[config.mk]
export PLATFORM = sky130hd
export DESIGN_NAME = pa_weight_update
export DESIGN_NICKNAME = d
export VERILOG_FILES = /design/src/rtl/pa_weight_update.sv
export SDC_FILE = /design/constraint.sdc
export NUM_CORES = 2
export LEC_CHECK = 0
export ABC_CLOCK_PERIOD_IN_PS = 36700
export BUFFER_PORTS_ARGS = -buffer_cell sky130_fd_sc_hd__buf_2
export CORE_MARGIN = 5
export CORE_UTILIZATION = 65
export CTS_CLUSTER_DIAMETER = 60
export DETAILED_ROUTE_END_ITERATION = 10
export PLACE_DENSITY = 0.83
export SLEW_MARGIN = 20
export SYNTH_ARGS = -nofsm -noshare
export SYNTH_HDL_FRONTEND = slang
export SYNTH_SLANG_ARGS = --single-unit
[constraint.sdc]
create_clock -name clk -period 36.7 [get_ports clk]
set_input_delay 5.505 -clock clk [delete_from_list [all_inputs] [get_ports clk]]
set_output_delay 5.505 -clock clk [all_outputs]
set_load 0.005 [all_outputs]
[src/rtl/pa_weight_update.sv]
// rtl/pa_weight_update.sv - batched gradient-descent update of adapter weights and biases (flopoco fp16)
// Optional macro PA_GRAD_CLIP_EN clamps oversized scaled gradients before they are applied.

module FPADD_16bit_WRAPPER #(
  parameter int BW = 17
) (
  input  logic [BW:0] a,
  input  logic [BW:0] b,
  output logic [BW:0] r
);
  logic              a_big;
  logic              bs;
  logic [4:0]        be;
  logic [4:0]        se;
  logic [4:0]        d;
  logic [13:0]       bm;
  logic [13:0]       sm;
  logic [13:0]       sm_sh;
  logic [14:0]       sum;
  logic signed [7:0] e_res;
  logic [BW:0]       norm;

  always_comb begin
    a_big = a[BW-3:0] >= b[BW-3:0];
    bs    = a_big ? a[BW-2] : b[BW-2];
    be    = a_big ? a[BW-3:BW-7] : b[BW-3:BW-7];
    se    = a_big ? b[BW-3:BW-7] : a[BW-3:BW-7];
    bm    = {1'b1, (a_big ? a[9:0] : b[9:0]), 3'b000};
    sm    = {1'b1, (a_big ? b[9:0] : a[9:0]), 3'b000};
    d     = be - se;
    sm_sh = (d > 5'd13) ? 14'd0 : (sm >> d);
    if (a[BW-2] == b[BW-2]) sum = {1'b0, bm} + {1'b0, sm_sh};
    else                    sum = {1'b0, bm} - {1'b0, sm_sh};
    e_res = $signed({3'b000, be});
    if (sum[14]) begin
      sum   = sum >> 1;
      e_res = e_res + 8'sd1;
    end
    // Cancellation can leave the leading one anywhere below bit 13.
    for (int i = 0; i < 13; i++) begin
      if (sum != 15'd0 && !sum[13]) begin
        sum   = sum << 1;
        e_res = e_res - 8'sd1;
      end
    end
    if (sum == 15'd0 || e_res < 0) norm = '0;
    else if (e_res > 8'sd31)       norm = {2'b10, bs, 15'd0};
    else                           norm = {2'b01, bs, e_res[4:0], sum[12:3]};

    if (a[BW:BW-1] == 2'b11 || b[BW:BW-1] == 2'b11) r = {2'b11, 16'd0};
    else if (a[BW:BW-1] == 2'b10 && b[BW:BW-1] == 2'b10)
      r = (a[BW-2] == b[BW-2]) ? a : {2'b11, 16'd0};
    else if (a[BW:BW-1] == 2'b10) r = a;
    else if (b[BW:BW-1] == 2'b10) r = b;
    else if (a[BW:BW-1] == 2'b00) r = b;
    else if (b[BW:BW-1] == 2'b00) r = a;
    else                          r = norm;
  end
endmodule

module FPMult_16bit_WRAPPER #(
  parameter int BW = 17
) (
  input  logic [BW:0] a,
  input  logic [BW:0] b,
  output logic [BW:0] r
);
  logic              s;
  logic [21:0]       p;
  logic signed [7:0] e_res;
  logic [9:0]        f;
  logic [BW:0]       norm;
  logic [1:0]        xa;
  logic [1:0]        xb;

  always_comb begin
    xa    = a[BW:BW-1];
    xb    = b[BW:BW-1];
    s     = a[BW-2] ^ b[BW-2];
    p     = {11'd0, 1'b1, a[9:0]} * {11'd0, 1'b1, b[9:0]};
    e_res = $signed({3'b000, a[14:10]}) + $signed({3'b000, b[14:10]}) - 8'sd15;
    f     = p[19:10];
    if (p[21]) begin
      f     = p[20:11];
      e_res = e_res + 8'sd1;
    end
    if (e_res < 0)          norm = '0;
    else if (e_res > 8'sd31) norm = {2'b10, s, 15'd0};
    else                     norm = {2'b01, s, e_res[4:0], f};

    if (xa == 2'b11 || xb == 2'b11 || (xa == 2'b10 && xb == 2'b00) || (xa == 2'b00 && xb == 2'b10))
      r = {2'b11, 16'd0};
    else if (xa == 2'b10 || xb == 2'b10) r = {2'b10, s, 15'd0};
    else if (xa == 2'b00 || xb == 2'b00) r = '0;
    else                                 r = norm;
  end
endmodule

module pa_weight_update #(
  parameter int         PA_KERNELS = 1,
  parameter int         BATCH_SIZE = 4,
  parameter int         BW         = 17,
  parameter logic [4:0] CLIP_EXP   = 5'd15
) (
  input  logic                         clk,
  input  logic                         rst,
  input  logic                         load_init,
  input  logic [PA_KERNELS-1:0][BW:0]  init_weight,
  input  logic [PA_KERNELS-1:0][BW:0]  init_bias,
  input  logic [BW:0]                  lr,
  input  logic                         grad_valid,
  output logic                         grad_ready,
  input  logic [PA_KERNELS-1:0][BW:0]  bpWchange_PA,
  input  logic [PA_KERNELS-1:0][BW:0]  bpBchange_PA,
  output logic [PA_KERNELS-1:0][BW:0]  weights_PA,
  output logic [PA_KERNELS-1:0][BW:0]  biases_PA,
  output logic                         busy,
  output logic                         update_done,
  output logic [7:0]                   batch_count,
  output logic                         clip_flag
);
  typedef enum logic [2:0] {S_IDLE, S_ACCUM, S_SCALE, S_APPLY, S_DONE} state_t;
  localparam logic [7:0] BATCH_LAST = 8'(BATCH_SIZE);

  state_t                      state;
  logic [PA_KERNELS-1:0][BW:0] acc_w, acc_b, scaled_w, scaled_b;
  logic [PA_KERNELS-1:0][BW:0] sum_w, sum_b, prod_w, prod_b, clip_w, clip_b;
  logic [PA_KERNELS-1:0][BW:0] neg_w, neg_b, upd_w, upd_b;
  logic [7:0]                  count_next;
  logic                        accept;

  // Sign flip only for finite/infinite values; zero and NaN pass untouched.
  function automatic logic [BW:0] negate(input logic [BW:0] v);
    logic [BW:0] n;
    n = v;
    if (v[BW] ^ v[BW-1]) n[BW-2] = ~v[BW-2];
    return n;
  endfunction

`ifdef PA_GRAD_CLIP_EN
  logic [PA_KERNELS-1:0] hit_w, hit_b;

  function automatic logic [BW:0] clamp(input logic [BW:0] v);
    if (v[BW:BW-1] == 2'b11) return '0;
    if (v[BW:BW-1] == 2'b10 || (v[BW:BW-1] == 2'b01 && v[BW-3:BW-7] > CLIP_EXP))
      return {2'b01, v[BW-2], CLIP_EXP, 10'd0};
    return v;
  endfunction
`endif

  assign accept     = grad_valid && grad_ready;
  assign count_next = (state == S_IDLE) ? 8'd1 : batch_count + 8'd1;

  for (genvar k = 0; k < PA_KERNELS; k++) begin : g_kernel
    FPADD_16bit_WRAPPER  #(.BW(BW)) u_acc_w (.a(acc_w[k]), .b(bpWchange_PA[k]), .r(sum_w[k]));
    FPADD_16bit_WRAPPER  #(.BW(BW)) u_acc_b (.a(acc_b[k]), .b(bpBchange_PA[k]), .r(sum_b[k]));
    FPMult_16bit_WRAPPER #(.BW(BW)) u_mul_w (.a(lr), .b(acc_w[k]), .r(prod_w[k]));
    FPMult_16bit_WRAPPER #(.BW(BW)) u_mul_b (.a(lr), .b(acc_b[k]), .r(prod_b[k]));
    assign neg_w[k] = negate(scaled_w[k]);
    assign neg_b[k] = negate(scaled_b[k]);
    FPADD_16bit_WRAPPER  #(.BW(BW)) u_app_w (.a(weights_PA[k]), .b(neg_w[k]), .r(upd_w[k]));
    FPADD_16bit_WRAPPER  #(.BW(BW)) u_app_b (.a(biases_PA[k]), .b(neg_b[k]), .r(upd_b[k]));
`ifdef PA_GRAD_CLIP_EN
    assign clip_w[k] = clamp(prod_w[k]);
    assign clip_b[k] = clamp(prod_b[k]);
    assign hit_w[k]  = clip_w[k] != prod_w[k];
    assign hit_b[k]  = clip_b[k] != prod_b[k];
`else
    assign clip_w[k] = prod_w[k];
    assign clip_b[k] = prod_b[k];
`endif
  end

  always_ff @(posedge clk or posedge rst) begin
    if (rst) begin
      state       <= S_IDLE;
      grad_ready  <= 1'b1;
      busy        <= 1'b0;
      update_done <= 1'b0;
      batch_count <= 8'd0;
      weights_PA  <= '0;
      biases_PA   <= '0;
      acc_w       <= '0;
      acc_b       <= '0;
      scaled_w    <= '0;
      scaled_b    <= '0;
    end else begin
      update_done <= 1'b0;
      case (state)
        S_IDLE, S_ACCUM: begin
          if (state == S_IDLE && load_init) begin
            weights_PA <= init_weight;
            biases_PA  <= init_bias;
          end
          if (accept) begin
            acc_w       <= (state == S_IDLE) ? bpWchange_PA : sum_w;
            acc_b       <= (state == S_IDLE) ? bpBchange_PA : sum_b;
            batch_count <= count_next;
            if (count_next == BATCH_LAST) begin
              state      <= S_SCALE;
              grad_ready <= 1'b0;
              busy       <= 1'b1;
            end else begin
              state <= S_ACCUM;
            end
          end
        end
        S_SCALE: begin
          scaled_w <= clip_w;
          scaled_b <= clip_b;
          state    <= S_APPLY;
        end
        S_APPLY: begin
          weights_PA <= upd_w;
          biases_PA  <= upd_b;
          state      <= S_DONE;
        end
        S_DONE: begin
          update_done <= 1'b1;
          batch_count <= 8'd0;
          acc_w       <= '0;
          acc_b       <= '0;
          grad_ready  <= 1'b1;
          busy        <= 1'b0;
          state       <= S_IDLE;
        end
        default: state <= S_IDLE;
      endcase
    end
  end

`ifdef PA_GRAD_CLIP_EN
  always_ff @(posedge clk or posedge rst) begin
    if (rst)                                     clip_flag <= 1'b0;
    else if (state == S_IDLE && load_init)       clip_flag <= 1'b0;
    else if (state == S_SCALE && (|hit_w || |hit_b)) clip_flag <= 1'b1;
  end
`else
  assign clip_flag = 1'b0;
`endif
endmodule

* After elaboration in Yosys (flattened, before gate mapping)
Cells that the tools add are included.
** Cells by class
- Add/subtract/negate cells :: 75
- $mul :: 2
- Magnitude comparators :: 20
- Equality and inequality tests :: 42
- Shift operators :: 4
- Muxes and demuxes :: 215
- Bitwise logic cells :: 6
- Reduce and logical (&&, ||, !) cells :: 207
** Operators with widths (count)
- $mux 18 :: 52
- $mux 15 :: 56
- $reduce_bool 15->1 :: 52
- $mux 8 :: 60
- $sub 8x2->8 const B :: 52
- $pmux 18 s2 :: 4
- $mux 14 :: 8
- $mux 10 :: 10
- $logic_and 1x1->1 :: 62
- $add 14x14->15 :: 4
- $ge 15x15->1 :: 4
- $logic_not 15->1 :: 4
- $sub 14x14->15 :: 4
- $shr 14x5->14 :: 4
- $logic_not 1->1 :: 52
- $gt 8x6->1 const B :: 6
- $lt 8x1->1 const B :: 6
- $mul 11x11->22 :: 2
- $mux 5 :: 8
- $eq 2x2->1 const B :: 18
- $add 5x1->6 const B :: 4
- $gt 5x4->1 const B :: 4
- $reduce_and 5->1 :: 4
- $sub 5x5->5 :: 4
- other kinds (31) :: 87
** Storage, ports and cells
- Register bits after elaboration :: 122
- Input port bits :: 94
- Output and inout bits :: 48
- Logic and storage cells :: 582

* Depth between registers and ports, before layout
- Word-level depth :: 59
- Depth in mapped cells :: 84
- Depth with buffers taken out :: 78

* Hierarchy
Synthesis repeated with hierarchy kept, for this count alone.
** Unflattened totals
- Cell total of the unflattened synthesis :: 7064
- Area, all modules :: 50537.2 um^2
** Modules (own cells, without submodules)
- FPADD_16bit_WRAPPER at g_kernel[0].u_acc_w :: times used 1, cells an instance 1393, area each 9370.2 um^2, seq. area each 0.0 um^2
- FPADD_16bit_WRAPPER at g_kernel[0].u_acc_b :: times used 1, cells an instance 1373, area each 9142.5 um^2, seq. area each 0.0 um^2
- FPADD_16bit_WRAPPER at g_kernel[0].u_app_w :: times used 1, cells an instance 1395, area each 8872.3 um^2, seq. area each 0.0 um^2
- FPADD_16bit_WRAPPER at g_kernel[0].u_app_b :: times used 1, cells an instance 1301, area each 8570.7 um^2, seq. area each 0.0 um^2
- pa_weight_update :: times used 1, cells an instance 485, area each 5452.7 um^2, seq. area each 3054.2 um^2
- FPMult_16bit_WRAPPER at g_kernel[0].u_mul_w :: times used 1, cells an instance 567, area each 4580.6 um^2, seq. area each 0.0 um^2
- FPMult_16bit_WRAPPER at g_kernel[0].u_mul_b :: times used 1, cells an instance 550, area each 4548.1 um^2, seq. area each 0.0 um^2

* Least setup slack after synthesis
No wires, ideal clock.
- Path kind :: in2reg
- From :: in bpBchange_PA[12] (netlist name)
- To :: reg acc_b[12] (netlist name)
- Setup time :: 0.110 ns
- Arrival :: 20.700 ns
- Required time :: 36.590 ns
- Setup slack :: 15.890 ns
- Stages :: 69
- Path buffers :: 7
- Cell sequence :: inv_1 ha_1 buf_2 nand4_1 or2_1 o21ai_2 buf_2 buf_1 clkbuf_1 nor2_1 nor2_1 ha_1 clkbuf_1 buf_1 mux2i_1 mux2i_1 nor2_1 o21ai_0 (+33 left out) o21ai_0 ha_1 a221o_1 ha_1 mux2_2 ha_1 inv_1 a2111oi_2 nor2_1 ha_1 xnor2_1 or3_1 a2111oi_2 o211ai_1 a211oi_1 xnor2_1 nand4b_2 o41ai_1
** On the way
- Cells in the longest elaborated chain, start to end :: 59
- Elaborated cells on any way between the ends :: 108
- Those cells by class :: 17 x add/sub; 4 x order compare; 1 x shift; 45 x mux; 41 x reduce/logical
** RTL lines
- start, declared :: line 114 : input logic [PA_KERNELS-1:0][BW:0] bpBchange_PA,
- branches (longest 56 deep; another with $ge 15x15->1)
- $mux 18 (*) :: line 197 : acc_b <= (state == S_IDLE) ? bpBchange_PA : sum_b;
- $mux 18 (*) :: line 195 : if (accept) begin
- $pmux 18 s2 (*) :: line 189 : case (state)
- end signal, assigned :: line 197
- end, declared :: line 126 : logic [PA_KERNELS-1:0][BW:0] acc_w, acc_b, scaled_w, scaled_b;
Mark *: on every way between the ends. The select of a mux whose other input is x is not followed.
A chain may end at the register's enable or synchronous reset.

* Worst setup path after layout
- From :: in bpBchange_PA[10] (netlist name)
- To :: reg acc_b[14] (netlist name)
** On the way
- Cells in the longest elaborated chain, start to end :: 59
- Elaborated cells on any way between the ends :: 108
- Those cells by class :: 17 x add/sub; 4 x order compare; 1 x shift; 45 x mux; 41 x reduce/logical
** RTL lines
- branches (longest 49 deep; another with $ge 15x15->1)
- $mux 18 (*) :: line 46 : if (sum == 15'd0 || e_res < 0) norm = '0;
- $mux 18 (*) :: line 56 : else if (b[BW:BW-1] == 2'b00) r = a;
- $mux 18 (*) :: line 55 : else if (a[BW:BW-1] == 2'b00) r = b;
- $mux 18 (*) :: line 54 : else if (b[BW:BW-1] == 2'b10) r = b;
- $mux 18 (*) :: line 53 : else if (a[BW:BW-1] == 2'b10) r = a;
- $mux 18 (*) :: line 51 : else if (a[BW:BW-1] == 2'b10 && b[BW:BW-1] == 2'b10)
- $mux 18 (*) :: line 50 : if (a[BW:BW-1] == 2'b11 || b[BW:BW-1] == 2'b11) r = {2'b11, 16'd0};
- $mux 18 (*) :: line 197
- $mux 18 (*) :: line 195
- $pmux 18 s2 (*) :: line 189
Marked as above.

==> impl_metrics.env <==
export IMPL_rsz0062_at_grt="false"
export IMPL_syn_cell_area_um2=44910
export IMPL_areaGrowthSynthToFinish_pct=3.845
export IMPL_cp_num_buf_inv=4
export IMPL_fp_dieH_um=272.8
export IMPL_grt_pass1_vias=45901
export IMPL_core_area_um2=68590
export IMPL_relSlewSlack=0.2315
export IMPL_post_dp_hpwl_mm=117.7
export IMPL_firstDrtPassIters=6
export IMPL_nets=6810
export IMPL_syn_inst=6305
export IMPL_num_io_pins=142
export IMPL_htree_levels=4
export IMPL_grt_pass1_wl_mm=237.6
export IMPL_wl_met1_mm=60.46
export IMPL_postRouteAntennaNets=0
export IMPL_postSynthAreaPerCell_um2=7.122
export IMPL_antenna_found_initial=20
export IMPL_ys_types=148
export IMPL_cts_tree="built"
export IMPL_viasPerCell=6.889
export IMPL_finalWirelength_mm=149.3
export IMPL_crit_path_end_kind="flop"
export IMPL_grt_max_degree=72
export IMPL_crit_type="in -> reg"
export IMPL_tightest_slew_ns=1.146
export IMPL_ys_seq_area_frac=0.06801
export IMPL_ys_ff_latch=122
export IMPL_slowest_stage="ha_1"
export IMPL_num_rows=96
export IMPL_hold_viol=0
export IMPL_cp_required_ns=37.04
export IMPL_crit_fanout=29
export IMPL_numCtsBuffers=17
export IMPL_arrival_ns=23.03
export IMPL_drc=0
export IMPL_cpMostUsedCell="ha_1"
export IMPL_finalSetupViolCount=0
export IMPL_max_cap_viol_count=0
export IMPL_layout_common_cells="655 x nand2_1, 522 x nor2_1, 497 x inv_1"
export IMPL_drt_wirelength_per_cell_um=20.80
export IMPL_port_buffers=140
export IMPL_cp_top_family="compound AO/OA/AOI/OAI gates"
export IMPL_clk_pin_slew_worst_paths_ns=0.06
export IMPL_clock_path_buffers=2
export IMPL_die_w_um=272.8
export IMPL_vias=49449
export IMPL_met3_length_mm=14.33
export IMPL_initial_utilization=0.6548
export IMPL_ys_flop_type="dfrtp_1"
export IMPL_status="completed"
export IMPL_final_setup_tns_ns=0
export IMPL_ctsResizeCount=0
export IMPL_cpPeakStageDelay_ns=0.98
export IMPL_finalCritPeriodShare=0.6184
export IMPL_skew_ns=0.01326
export IMPL_hold_path_class="reg -> reg"
export IMPL_postCtsHoldBufs=0
export IMPL_drive_gt1_frac=0.08300
export IMPL_cts_setup_buffers=0
export IMPL_drv_slew=0
export IMPL_synth_edf_count=0
export IMPL_ys_warn_count=0
export IMPL_critPathLaunchType="input pin"
export IMPL_wl_met2_mm=66.90
export IMPL_layout_commonest_cell="nand2_1"
export IMPL_route_top_layer_used="met5"
export IMPL_track_usage=0.3792
export IMPL_clock_sinks=122
export IMPL_clock_latency_ns=0.46
export IMPL_gr_total_overflow=0
export IMPL_fmax_ghz=0.04406
export IMPL_ys_async_sr_fraction=1.000
export IMPL_place_congestion=1.029
export IMPL_period_minus_slack_ns=22.69
export IMPL_die_area_um2=74440
export IMPL_drtIter0Drc=5836
export IMPL_syn_nets=6898
export IMPL_cts_root_buf="clkbuf_16"
## cell families (layout without fill, tap and decap cells)
logic type               after synthesis  after routing  share of synthesized area
flip-flops                           122            122                    0.06801
AND/OR/NAND/NOR                     2340           2340                     0.2592
AO/OA/AOI/OAI                       1934           1934                     0.2962
buffers and inverters                794            718                    0.06943
adder cells (fa/ha/maj)              502            502                     0.1671
multiplexers                         257            257                    0.06617
other                                  1             19                 0.00008351
XOR/XNOR                             355            355                    0.07372
## cells in the mapped netlist (26+ instances only)
library cell,n,area [µm²]
nand3_1,207,1036
buf_2,50,250.2
nand2_1,655,2459
xor2_1,119,1042
a21o_1,91,683.2
inv_1,498,1869
ha_1,335,4192
nand2b_1,66,412.9
o31ai_1,61,457.9
o211ai_1,111,833.3
nor3_1,172,860.8
o211a_1,26,260.3
a22oi_1,46,345.3
o22ai_1,64,400.4
fa_1,164,3283
nor2b_1,55,344.1
a211oi_1,83,623.1
nor2_1,524,1967
a211o_1,30,262.8
or2_2,53,331.6
mux2_2,71,799.5
a21oi_1,458,2292
or3_1,62,387.9
a31oi_1,76,475.5
or4_1,28,210.2
o21ai_0,365,1827
clkbuf_1,214,803.3
and2_1,190,1189
dfrtp_1,121,3028
mux2i_1,155,1551
and3_1,76,475.5
nor4_1,41,256.5
nand4_1,66,412.9
o21a_1,66,495.5
xnor2_1,220,1927
o21ai_1,35,175.2
## worst min-delay path, delay by kind of cell, from the launching register on
kind             cells  cell delay [ns]
DFF                  1             0.35
and+or+nand+nor      2             0.13
## layout make-up
cell class	instances	area, µm²
Fill cell	6088	21950
Clock inverter	14	207.7
Clock buffer	17	425.4
Multi-Input combinational cell	5389	38800
Tap cell	931	1165
Sequential cell	122	3054
Timing Repair Buffer	186	1046
Inverter	501	1886
Antenna cell	18	45.04
## metal layers
layer / vias to the layer above / global-route usage
met1: 23325 / 0.4996
met4: 4 / 0.1670
met5: - / 0
met3: 484 / 0.05759
met2: 2791 / 0.6182
li1: 22845 / -
## per-stage QoR
step / hold slack [ns] / instance area (µm²) / utilization / std cells / setup slack, ns
finish: 0.5107 / 46630 / 0.6799 / 7178 / 14.01
global route: 0.5570 / 46620 / 0.6797 / 7171 / 12.51
CTS: 0.5066 / 46570 / 0.6791 / 7160 / 14.36
detailed placement: 0.4917 / 45940 / 0.6698 / 7129 / 13.95
global placement: 0.4837 / 45940 / 0.6698 / 7129 / 14.23
floorplan: 0.4669 / 44910 / - / 6305 / 15.89
## final timing paths
check                                         start  slack [ns]                          to  cells past startpoint
setup / recovery                   bpBchange_PA[10]       14.01       acc_b[14]$_DFFE_PP0P_                     63
hold / removal                     busy$_DFFE_PP0P_        0.51            busy$_DFFE_PP0P_                      2
setup reg to reg           scaled_b[10]$_DFFE_PP0N_       17.86    biases_PA[1]$_DFFE_PP0P_                     72
hold reg to reg                    busy$_DFFE_PP0P_        0.51            busy$_DFFE_PP0P_                      2
max in group asynchronous                       rst       30.38   biases_PA[10]$_DFFE_PP0P_                      3
min in group asynchronous                       rst        5.16  weights_PA[12]$_DFFE_PP0P_                      2
## registers in the layout (all words and copies together) (netlist names), 3 cells and up
name	cells
weights_PA	18
acc_b	18
scaled_b	18
state	3
scaled_w	18
batch_count	8
biases_PA	18
acc_w	18
Power is not shown: default switching activity piles up to over one toggle a cycle in this logic, so the estimate is an artifact.
